==> config.mk <==
export PLATFORM = sky130hd
export DESIGN_NAME = dht11_uart_reporter
export DESIGN_NICKNAME = d
export VERILOG_FILES = /design/src/rtl/dht11_uart_reporter_pkg.sv /design/src/rtl/dht11_uart_reporter_bin2bcd8.sv /design/src/rtl/dht11_uart_reporter.sv
export SDC_FILE = /design/constraint.sdc
export NUM_CORES = 1
export LEC_CHECK = 0
export ABC_CLOCK_PERIOD_IN_PS = 2500
export CAP_MARGIN = 20
export CORE_MARGIN = 8
export CORE_UTILIZATION = 32
export CTS_BUF_LIST = sky130_fd_sc_hd__clkbuf_4 sky130_fd_sc_hd__clkbuf_8 sky130_fd_sc_hd__clkbuf_16
export DETAILED_ROUTE_END_ITERATION = 7
export PLACE_DENSITY = 0.47
export SYNTH_ARGS = -nofsm -noshare
export SYNTH_HDL_FRONTEND = slang
export SYNTH_SLANG_ARGS = --single-unit
==> constraint.sdc <==
create_clock -name iClk -period 2.5 [get_ports iClk]
set_clock_uncertainty 0.05 [all_clocks]
set_input_delay 0.5 -clock iClk [delete_from_list [all_inputs] [get_ports iClk]]
set_output_delay 0.5 -clock iClk [all_outputs]
set_load 0.01 [all_outputs]
==> src/rtl/dht11_uart_reporter_pkg.sv <==
// Shared FSM encodings, message length and ASCII constants for the DHT11 UART reporter.
package dht11_uart_reporter_pkg;

  typedef enum logic [1:0] {
    ST_IDLE    = 2'd0,
    ST_CONVERT = 2'd1,
    ST_SEND    = 2'd2
  } state_e;

  localparam int MSG_LEN = 15;

  localparam logic [7:0] ASCII_CR    = 8'h0D;
  localparam logic [7:0] ASCII_LF    = 8'h0A;
  localparam logic [7:0] ASCII_ZERO  = 8'h30;
  localparam logic [7:0] ASCII_T     = 8'h54;
  localparam logic [7:0] ASCII_H     = 8'h48;
  localparam logic [7:0] ASCII_EQ    = 8'h3D;
  localparam logic [7:0] ASCII_PCT   = 8'h25;
  localparam logic [7:0] ASCII_SPACE = 8'h20;

  function automatic logic [7:0] digit_char(input logic [3:0] d);
    return ASCII_ZERO + {4'h0, d};
  endfunction

endpackage

==> src/rtl/dht11_uart_reporter_bin2bcd8.sv <==
// Sequential double-dabble: 8-bit binary to 3 BCD digits, one shift per cycle after a load cycle.
module bin2bcd8_seq #(
  parameter int DIGIT_CYCLES = 8
) (
  input  logic        iClk,
  input  logic        iRst,
  input  logic        iStart,
  input  logic [7:0]  iBin,
  output logic        oBusy,
  output logic        oDone,
  output logic [11:0] oBcd
);

  localparam int CW = $clog2(DIGIT_CYCLES) + 1;

  logic [7:0]    bin_q, bin_d;
  logic [11:0]   bcd_q, bcd_d, adj;
  logic [CW-1:0] cnt_q, cnt_d;
  logic          busy_q, busy_d;

  always_ff @(posedge iClk or posedge iRst) begin
    if (iRst) begin
      bin_q  <= '0;
      bcd_q  <= '0;
      cnt_q  <= '0;
      busy_q <= 1'b0;
    end else begin
      bin_q  <= bin_d;
      bcd_q  <= bcd_d;
      cnt_q  <= cnt_d;
      busy_q <= busy_d;
    end
  end

  always_comb begin
    adj = bcd_q;
    if (bcd_q[3:0]  >= 4'd5) adj[3:0]  = bcd_q[3:0]  + 4'd3;
    if (bcd_q[7:4]  >= 4'd5) adj[7:4]  = bcd_q[7:4]  + 4'd3;
    if (bcd_q[11:8] >= 4'd5) adj[11:8] = bcd_q[11:8] + 4'd3;
  end

  always_comb begin
    bin_d  = bin_q;
    bcd_d  = bcd_q;
    cnt_d  = cnt_q;
    busy_d = busy_q;
    if (iStart) begin
      bin_d  = iBin;
      bcd_d  = '0;
      cnt_d  = '0;
      busy_d = 1'b1;
    end else if (busy_q) begin
      // Hundreds never exceeds 2 for 8-bit input, so the dropped MSB is always 0.
      {bcd_d, bin_d} = {adj[10:0], bin_q, 1'b0};
      cnt_d          = cnt_q + 1'b1;
      if (cnt_q == CW'(DIGIT_CYCLES - 1)) busy_d = 1'b0;
    end
  end

  // Done flags the final shift cycle so the caller can advance on the same edge.
  assign oDone = busy_q && (cnt_q == CW'(DIGIT_CYCLES - 1));
  assign oBusy = busy_q;
  assign oBcd  = bcd_q;

endmodule

==> src/rtl/dht11_uart_reporter.sv <==
// Snapshots DHT11 readings on trigger, converts to BCD and streams a 15-byte ASCII report.
module dht11_uart_reporter
  import dht11_uart_reporter_pkg::*;
#(
  parameter logic [7:0] TEMP_UNIT_CHAR = 8'h43,
  parameter int         DIGIT_CYCLES   = 8
) (
  input  logic       iClk,
  input  logic       iRst,
  input  logic       iTrigger,
  input  logic [7:0] iHumInt,
  input  logic [7:0] iTempInt,
  input  logic       iDataValid,
  output logic [7:0] oTxData,
  output logic       oTxValid,
  input  logic       iTxReady,
  output logic       oBusy,
  output logic       oDone
);

  state_e      state_q, state_d;
  logic [3:0]  idx_q, idx_d;
  logic [7:0]  hum_q, hum_d, temp_q, temp_d;
  logic        done_q, done_d;
  logic        start_q, start_d;
  logic        t_busy, h_busy, t_done, h_done;
  logic [11:0] t_bcd, h_bcd;
  logic [7:0]  tx_data;

  always_ff @(posedge iClk or posedge iRst) begin
    if (iRst) begin
      state_q <= ST_IDLE;
      idx_q   <= '0;
      hum_q   <= '0;
      temp_q  <= '0;
      done_q  <= 1'b0;
      start_q <= 1'b0;
    end else begin
      state_q <= state_d;
      idx_q   <= idx_d;
      hum_q   <= hum_d;
      temp_q  <= temp_d;
      done_q  <= done_d;
      start_q <= start_d;
    end
  end

  always_comb begin
    state_d = state_q;
    idx_d   = idx_q;
    hum_d   = hum_q;
    temp_d  = temp_q;
    done_d  = 1'b0;
    start_d = 1'b0;
    case (state_q)
      ST_IDLE: begin
        if (iTrigger && iDataValid) begin
          hum_d   = iHumInt;
          temp_d  = iTempInt;
          start_d = 1'b1;
          state_d = ST_CONVERT;
        end
      end
      ST_CONVERT: begin
        if (t_done && h_done) begin
          state_d = ST_SEND;
          idx_d   = '0;
        end else if (!start_q && !t_busy && !h_busy) begin
          // Converters idle without a pending load: abandon rather than hang.
          state_d = ST_IDLE;
        end
      end
      ST_SEND: begin
        if (iTxReady) begin
          if (idx_q == 4'(MSG_LEN - 1)) begin
            state_d = ST_IDLE;
            idx_d   = '0;
            done_d  = 1'b1;
          end else begin
            idx_d = idx_q + 4'd1;
          end
        end
      end
      default: state_d = ST_IDLE;
    endcase
  end

  // Converters load from the snapshot on the first CONVERT cycle.
  bin2bcd8_seq #(.DIGIT_CYCLES(DIGIT_CYCLES)) u_temp_bcd (
    .iClk(iClk), .iRst(iRst), .iStart(start_q), .iBin(temp_q),
    .oBusy(t_busy), .oDone(t_done), .oBcd(t_bcd)
  );

  bin2bcd8_seq #(.DIGIT_CYCLES(DIGIT_CYCLES)) u_hum_bcd (
    .iClk(iClk), .iRst(iRst), .iStart(start_q), .iBin(hum_q),
    .oBusy(h_busy), .oDone(h_done), .oBcd(h_bcd)
  );

  always_comb begin
    tx_data = 8'h00;
    if (state_q == ST_SEND) begin
      case (idx_q)
        4'd0:    tx_data = ASCII_T;
        4'd1:    tx_data = ASCII_EQ;
        4'd2:    tx_data = digit_char(t_bcd[11:8]);
        4'd3:    tx_data = digit_char(t_bcd[7:4]);
        4'd4:    tx_data = digit_char(t_bcd[3:0]);
        4'd5:    tx_data = TEMP_UNIT_CHAR;
        4'd6:    tx_data = ASCII_SPACE;
        4'd7:    tx_data = ASCII_H;
        4'd8:    tx_data = ASCII_EQ;
        4'd9:    tx_data = digit_char(h_bcd[11:8]);
        4'd10:   tx_data = digit_char(h_bcd[7:4]);
        4'd11:   tx_data = digit_char(h_bcd[3:0]);
        4'd12:   tx_data = ASCII_PCT;
        4'd13:   tx_data = ASCII_CR;
        4'd14:   tx_data = ASCII_LF;
        default: tx_data = 8'h00;
      endcase
    end
  end

  assign oTxData  = tx_data;
  assign oTxValid = (state_q == ST_SEND);
  assign oBusy    = (state_q != ST_IDLE);
  assign oDone    = done_q;

endmodule

==> results.cfg, run 1 <==
[critical_path]
crit_path_end_kind = primary output
arrival_ps = 1860
cp_max_fo = 8
critPathKind = register to primary output
start_kind = register
cp_data_required_time_ps = 1950

[global_route]
antenna_found_initial = 0
gr-usage-met1 = 0.148
overflow = 0
use_met3 = 0.0405
busiest_layer = met2
grt_pass1_wl_um = 15000
use_met2 = 0.172
first_global_vias = 2982
grt_max_degree = 75
grt_usage = 0.114

[timing]
hold_violations = 0
whs_ps = 428
setup_violations = 0
fmax_ghz = 0.415
rsz0062_at_grt = yes
maxSlewViolCount = 0
finalCriticalPeriod_ps = 2410
finalCritPeriodShare = 0.964
fin_setup_tns_ps = 0

[yosys]
yosysTopAreaCellShare = 0.453
synthFlopType = dfrtp_1
synth_cell_types = 55
netlist_instances = 396
async_reset_ff_frac = 1.00
syn-num-nets = 431
syn_area_per_cell_um2 = 10.3
synth.yosys.seq_area_share = 0.453
synth_area_leader_cell = dfrtp_1
synth_area_um2 = 4090
ys_top_cells_by_count = dfrtp_1 (74), nand2_1 (31), o21ai_0 (28)
synth_area_leaders = dfrtp_1 (45%), mux2i_1 (4.9%), mux2_2 (4.4%)
yosys_warnings = 0
synth-seq-cells = 74
synth-edff-count = 0
yosysMostFrequentCell = dfrtp_1

[detailed_routing]
drc = 0
vias = 2917
drt_iter0_drc = 210
dr.pass1.iters = 4
wl_um = 8700
antenna_left = 0
viasPerCell = 4.80
wl_per_cell_um = 14.3

[floorplanning]
die_w_um = 129
pin_count = 32
rows = 41
die_area_um2 = 16600
die_h_um = 129
coreArea_um2 = 12600
start_util = 0.325

[power]
vdd_drop_max_mv = 0.488
p_per_area_nw_per_um2 = 1110
p_leak_uw = 0.00217
power_uw = 5430

[place]
dp_hpwl_um = 6050
gp_routability_congestion = 0.847
place_area_um2 = 4600
numPortBuffers = 30

[finish]
syn_to_final_growth_pct = 19.8
final_layout_size_suffix_gt1_frac = 0.165
final_area_um2 = 4890
diodes = 0
final_nets = 466

[cts]
cts.sinks = 74
clockBufferDepth = 2
numCtsBuffers = 9
clk_pin_slew_ps = 60
clk_latency_ps = 340
cts_root_buffer = clkbuf_16
ctsHoldBuffers = 0
cts_max_level = 3
postCtsSetupBuffers = 0
tritoncts = yes

[status]
status = finished clean

[job]
cap_violations = 0

[hold_path]
min_path_type = register to register
sequential cells by signal, indices dropped and copies added (netlist names):
| register | cells |
|---|---|
| u_hum_bcd.cnt_q | 4 |
| u_temp_bcd.cnt_q | 4 |
| u_hum_bcd.bin_q | 8 |
| temp_q | 8 |
| state_q | 2 |
| oDone | 1 |
| u_temp_bcd.oBcd | 12 |
| hum_q | 8 |
| start_q | 1 |
| u_hum_bcd.oBusy | 1 |
| u_temp_bcd.oBusy | 1 |
| u_hum_bcd.oBcd | 12 |
| u_temp_bcd.bin_q | 8 |
| idx_q | 4 |
per-stage QoR:
stage / setup slack (ps) / utilization / cells
after global routing: -0.561 / 0.389 / 608
after CTS: 38.5 / 0.389 / 608
after detailed placement: 129 / 0.366 / 592
after floorplan: 68.4 / - / 396
final: 89.3 / 0.389 / 608
after global placement: 177 / 0.366 / 592
what timing repair did:
action / CTS / global route
endpoints found under the hold margin: 0 / 0
setup endpoints to repair: 7 / 3
gates resized for setup: 9 / 5
cloned: 0 / 0
layer usage:
layer	wire length [µm]	part of all wire	vias up
li1	-	-	1456
met1	4090	0.47	1385
met2	3910	0.45	64
met3	536	0.062	12
met4	163	0.019	0
met5	0	0	-
critical path, stage by stage (launching register included):
cell and delay (ps):
dfrtp_2 450, buf_4 180, nor2_4 110, a22oi_1 120
o211a_1 220, nor3_1 190, clkdlybuf4s15_1 270
final cells by class:
type | instances | area [µm²]
Sequential cell | 74 | 1860
Timing Repair Buffer | 48 | 445
Clock buffer | 12 | 260
Multi-Input combinational cell | 281 | 2030
Clock inverter | 4 | 26.3
Tap cell | 172 | 215
Inverter | 17 | 63.8
Fill cell | 1252 | 7670
power by group:
part	internal (µW)	switching, µW	total, µW
registers	1690	431	2120
clock network	737	499	1240
logic	1070	1010	2080
final timing paths:
check | start | endpoint | slack [ps] | depth (start not counted)
min | hum_q[3] | u_hum_bcd.bin_q[3] | 430 | 2
max | idx_q[3] | oTxData[1] | 90 | 6
min reg2reg | hum_q[3] | u_hum_bcd.bin_q[3] | 430 | 2
max in group asynchronous | iRst | start_q | 1530 | 3
min in group asynchronous | iRst | hum_q[3] | 490 | 3
max reg2reg | u_temp_bcd.oBcd[1] | u_temp_bcd.oBcd[2] | 730 | 6
cell families after synthesis:
| logic type | share of synthesized area |
|---|---|
| other | 0.000918 |
| AO/OA/AOI/OAI | 0.139 |
| XOR/XNOR | 0.0322 |
| buffers and inverters | 0.0521 |
| flip-flops | 0.453 |
| multiplexers | 0.123 |
| AND/OR/NAND/NOR | 0.157 |
| adder cells (fa/ha/maj) | 0.0429 |
cell usage in the layout, fill, tap and decap left out, types with 3 or more instances in the layout:
cell,count
dfrtp_1,71
nand2_1,31
o21ai_0,28
nand2b_1,23
clkdlybuf4s50_1,23
a21oi_1,22
mux2i_1,20
nor2_1,18
mux2_2,16
buf_4,16
inv_1,14
ha_1,14
o22ai_1,12
nand3_1,11
xnor2_1,9
clkbuf_16,9
mux2_4,8
xor2_1,6
a21o_1,6
nand3b_1,5
dlygate4sd2_1,5
nor3b_1,4
a22o_1,4
nor3_1,4
nor2b_1,3
nand4_1,3
dfrtp_2,3
Note: power is estimated with default switching activity, not from simulation.
==> inputs of run 2 (changes only) <==
Settings changed: ABC_AREA set to 1, CTS_BUF_LIST sky130_fd_sc_hd__clkbuf_4 sky130_fd_sc_hd__clkbuf_8 sky130_fd_sc_hd__clkbuf_16 to unset.
==> run 2 against run 1 <==
Effect of this change:
- global-route usage is 0.66 points higher
- synthesized cell count is 28% higher
- register-to-register slack worse by 230 ps
- first-iteration DRC count is 34% lower
- largest cell class is now sequential cells
- fmax is 3.0% higher
- final area is 2.4% lower
- critical path depth is 3 higher
- area after synthesis is 3.9% lower
- cell count is 14% higher
- sequential cell count stayed put
- highest routed layer unchanged
- sequential share of layout area is 0.94 points higher
- largest power group unchanged
==> results.cfg, run 2 <==
[critical_path]
critPathKind = register to primary output
cp_max_fo = 10
arrival_ps = 1790
crit_path_end_kind = primary output
critPathTopFamily = simple AND/OR/NAND/NOR gates
crit_chain = nand2_1 -> clkinv_2 -> nand2_2 -> nand3_1 -> nor2_1 -> nand3_1 -> nand2_1 -> inv_1 -> dlygate4sd2_1
cp_data_required_time_ps = 1950
slowest_delay_ps = 440
path_buf_inv = 3
start_kind = register
slowest_stage = dfrtp_2

[power]
p_seq_frac = 0.391
p_per_area_nw_per_um2 = 1130
p_sw_frac = 0.374
power_uw = 5380
clkPwrFrac = 0.254
vdd_drop_max_mv = 0.414
p_leak_uw = 0.00239
pwr-share-comb = 0.355
p_int_uw = 3370
p_sw_uw = 2010

[cts]
cts.sinks = 74
tritoncts = yes
cts_root_buffer = clkbuf_16
cts_max_level = 3
numCtsBuffers = 9
clockBufferDepth = 2
clk_latency_ps = 330
clk_pin_slew_ps = 60

[global_route]
overflow = 0
grt_pass1_wl_um = 15900
grt_usage = 0.121
grt_max_degree = 39
first_global_vias = 3379
antenna_found_initial = 0

[place]
numPortBuffers = 30
dp_cells = 679
dp_hpwl_um = 6510
gp_routability_congestion = 0.862

[finish]
seq_area_um2 = 1860
fillers = 1245
instances_no_fill = 694
utilization = 0.398
multi_input_area_um2 = 1770
final_nets = 579
final_cell_mix = nand2_1 (129), dfrtp_1 (71), inv_1 (63)
diodes = 0
syn_to_final_growth_pct = 21.7
final_layout_size_suffix_gt1_frac = 0.0914
final_common_cell = nand2_1

[yosys]
synthFlopType = dfrtp_1
yosys_warnings = 0
syn_area_per_cell_um2 = 7.74
async_reset_ff_frac = 1.00
synth_area_leader_cell = dfrtp_1
synth-seq-cells = 74
synth-edff-count = 0
synth_cell_types = 25
syn-num-nets = 542
synth.yosys.seq_area_share = 0.472
yosysMostFrequentCell = nand2_1
synth_area_um2 = 3930
synth_area_leaders = dfrtp_1 (47%), nand2_1 (13%), inv_1 (6.4%)
netlist_instances = 507
yosysTopAreaCellShare = 0.472
ys_top_cells_by_count = nand2_1 (131), dfrtp_1 (74), inv_1 (67)

[detailed_routing]
viasPerCell = 4.79
drt_iter0_drc = 139
antenna_left = 0
dr.pass1.iters = 5
drc = 0
wl_um = 9050
vias = 3322
wl_per_cell_um = 13.0

[timing]
hold_violations = 0
rsz0062_at_grt = no
setup_violations = 0
tightest_slew_ps = 855
fmax_ghz = 0.427
fin_setup_tns_ps = 0
maxSlewViolCount = 0
finalCriticalPeriod_ps = 2340
relSlewSlack = 0.428
finalCritPeriodShare = 0.937

[floorplanning]
die_area_um2 = 16100
pin_count = 32
rows = 40
start_util = 0.327
die_w_um = 127
coreArea_um2 = 12000
die_h_um = 127

[job]
cap_violations = 0

[hold_path]
min_path_type = register to register

[status]
status = finished clean
-- run 2: final timing paths --
path                                     startpoint                   to  slack, ps  depth (start not counted)
worst max register to register              start_q  u_temp_bcd.oBcd[10]        500                          5
min in group asynchronous                      iRst   u_temp_bcd.oBcd[1]        430                          2
max in group asynchronous                      iRst    u_hum_bcd.oBcd[7]       1420                          3
worst min register to register  u_temp_bcd.cnt_q[3]  u_temp_bcd.cnt_q[3]        420                          1
worst min-delay path            u_temp_bcd.cnt_q[3]  u_temp_bcd.cnt_q[3]        420                          1
worst max-delay path                       idx_q[0]           oTxData[3]        160                          9
-- run 2: per-stage QoR --
stage	hold slack, ps	setup WS, ps	area (µm²)
floorplan	384	68.4	3930
global placement	403	140	4430
detailed placement	401	149	4430
CTS	418	10.9	4770
global route	452	4.93	4780
finish	420	159	4780
-- run 2: per-layer routing --
metal | wire (µm) | track usage
met4 | 158 | 0.0511
met1 | 4620 | 0.156
met2 | 3900 | 0.187
met5 | 0 | 0
met3 | 375 | 0.0318
-- run 2: power by group through the flow --
stage | clock network [µW] | logic [µW] | registers (µW)
final | 1370 | 1910 | 2100
after global routing | 1460 | 2260 | 2180
after CTS | 1420 | 1930 | 2110
after detailed placement | 0 | 1920 | 2120
after global placement | 0 | 1880 | 2120
after floorplan | 0 | 1560 | 1980
-- run 2: what timing repair did --
item                       4_1_cts  5_1_grt
resized for setup               19        6
pin swaps                        3        0
setup buffers                    1        0
hold buffers                     0        0
setup endpoints to repair        7        3
-- run 2: kinds of logic (layout without fill, tap and decap cells) --
logic type	after synthesis	after routing	share of synthesized area
buffers and inverters	84	124	0.0851
and+or+nand+nor	225	225	0.245
adders and majority gates	14	14	0.0446
xor gates and xnor gates	7	7	0.0156
DFF	74	74	0.472
other	1	1	0.000955
AOI/OAI and AO/OA	102	102	0.137
-- run 2: area by class of cell --
class                           count  area share
Multi-Input combinational cell    349       0.370
Timing Repair Buffer               40      0.0828
Clock inverter                      3      0.0136
Clock buffer                       11      0.0508
Inverter                           70      0.0558
Sequential cell                    74       0.389
Tap cell                          147      0.0385
-- run 2: worst reg2reg max path: stages (launching register included) --
cell	delay (ps)
dfrtp_1	500
nor2_1	720
inv_1	290
a21oi_1	190
o21ai_0	90
o21ai_0	70
==> inputs of run 3 (changes only) <==
Settings changed: CORE_MARGIN 8 to unset.
==> run 3 against run 2 <==
Effect of this change:
- the run now ends with negative setup slack left
- sequential cell count unchanged
- first-iteration DRC count down 18%
- core utilization up 0.31 points
- critical endpoint unchanged
==> results.cfg, run 3 (synthesis results as in run 2) <==
[status]
status = finished, violations left
violations = negative setup slack

[critical_path]
start_kind = register
startpoint = idx_q[1]
critPathKind = register to primary output
cp_max_fo = 5
worstRegToRegCells = 6
cp_data_required_time_ps = 1950
arrival_ps = 2040
crit_path_end_kind = primary output
timing.rr.start = start_q

[detailed_routing]
routed.top_layer = met4
vias = 3306
wl_per_cell_um = 12.7
wl_met1_um = 4470
dr.pass1.iters = 4
drt_iter0_drc = 114
drc = 0
routed-wl-met3_um = 310
viasPerCell = 4.75
antenna_left = 0
wl_um = 8820
routed-wl-met2_um = 3910

[hold_path]
holdPathStages = 1
min_path_type = register to register
hp-start = u_temp_bcd.cnt_q[3]

[timing]
finalCritPeriodShare = 1.03
finalCriticalPeriod_ps = 2590
fmax_ghz = 0.387
maxSlewViolCount = 0
final.setup.worst_slack_ps = -85.6
setup_violations = 1
tightest_slew_ps = 670
rsz0062_at_grt = yes
relSlewSlack = 0.552
hold_violations = 0
fin_setup_tns_ps = -85.6

[finish]
instances_no_fill = 696
final_nets = 580
syn_to_final_growth_pct = 22.1
final_area_um2 = 4790
final_layout_size_suffix_gt1_frac = 0.0947
final_cell_mix = nand2_1 (128), dfrtp_1 (70), inv_1 (63)
diodes = 0
utilization = 0.401
final_common_cell = nand2_1

[job]
cap_violations = 0

[power]
p_leak_uw = 0.00241
vdd_drop_max_mv = 0.482
p_per_area_nw_per_um2 = 1120

[place]
dp_hpwl_um = 6010
place_area_um2 = 4410
numPortBuffers = 30
gp_routability_congestion = 0.898
dp_cells = 678
place_ws_ps = 124

[global_route]
grt_max_degree = 75
grt_pass1_wl_um = 15400
first_global_vias = 3227
antenna_found_initial = 0
overflow = 0
grt_usage = 0.151

[cts]
cts_root_buffer = clkbuf_16
cts_max_level = 3
numCtsBuffers = 9
clk_latency_ps = 330
clk_pin_slew_ps = 60
cts.sinks = 74
clockBufferDepth = 2
tritoncts = yes
ctsHoldBuffers = 0

[floorplanning]
die_w_um = 113
pin_count = 32
coreArea_um2 = 12000
rows = 40
die_h_um = 113
start_util = 0.328
die_area_um2 = 12700
-- run 3: changes by cell type in the layout (fill, tap and decap cells not counted), moves of 2 or more --
cell	delta
nor2_2	-2
nor2_4	+2
dlygate4sd2_1	-2
dlymetal6s2s_1	+2
buf_4	+2
-- run 3: path summary, 6_finish.rpt --
| kind | to | slack (ps) |
|---|---|---|
| min | u_temp_bcd.cnt_q[3] | 420 |
| max in group asynchronous | idx_q[2] | 1530 |
| max reg2reg | u_temp_bcd.oBcd[10] | 720 |
| min reg2reg | u_temp_bcd.cnt_q[3] | 420 |
| max | oTxData[3] | -90 |
| min in group asynchronous | hum_q[3] | 510 |
-- run 3: timing repair --
item / in CTS / in global routing
hold endpoints to repair: 0 / 0
cloned: 0 / 0
setup endpoints to repair: 5 / 5
gates resized for setup: 16 / 10
setup buffers: 0 / 3
pin swaps: 1 / 1
-- run 3: report_power, final --
part | internal (µW) | leakage, µW | switching [µW]
combinational | 742 | 0.00134 | 1130
sequential | 1730 | 0.000915 | 387
clock | 868 | 0.000153 | 497
total | 3340 | 0.00241 | 2020
-- run 3: cell type report --
cell class	count	area, µm²
clock buffers	10	229
clock inverters	5	78.8
fillers	1239	7170
inverters	70	268
multi-input cells	349	1770
flip-flops and latches	74	1860
well taps	147	184
repair buffers	41	403
-- run 3: per-layer routing --
layer,global-route usage,vias to the layer above
met2,0.241,61
met1,0.204,1522
li1,-,1713
met3,0.0343,10
met4,0.0498,0
met5,0,-
-- run 3: worst max-delay path, stage by stage (launching register included) --
cell             delay [ps]
dfrtp_2                 450
inv_2                   130
nand2_1                 120
nor2_1                  160
nor2_1                   60
nand2_1                  70
inv_1                    40
nand3_1                  70
nand2_1                  50
inv_1                    40
clkdlybuf4s50_1         520
-- run 3: stage by stage --
step	hold slack (ps)	power (µW)
final	416	5360
after global routing	424	5900
after CTS	419	5440
after detailed placement	406	4030
after global placement	405	4000
after floorplan	384	3540
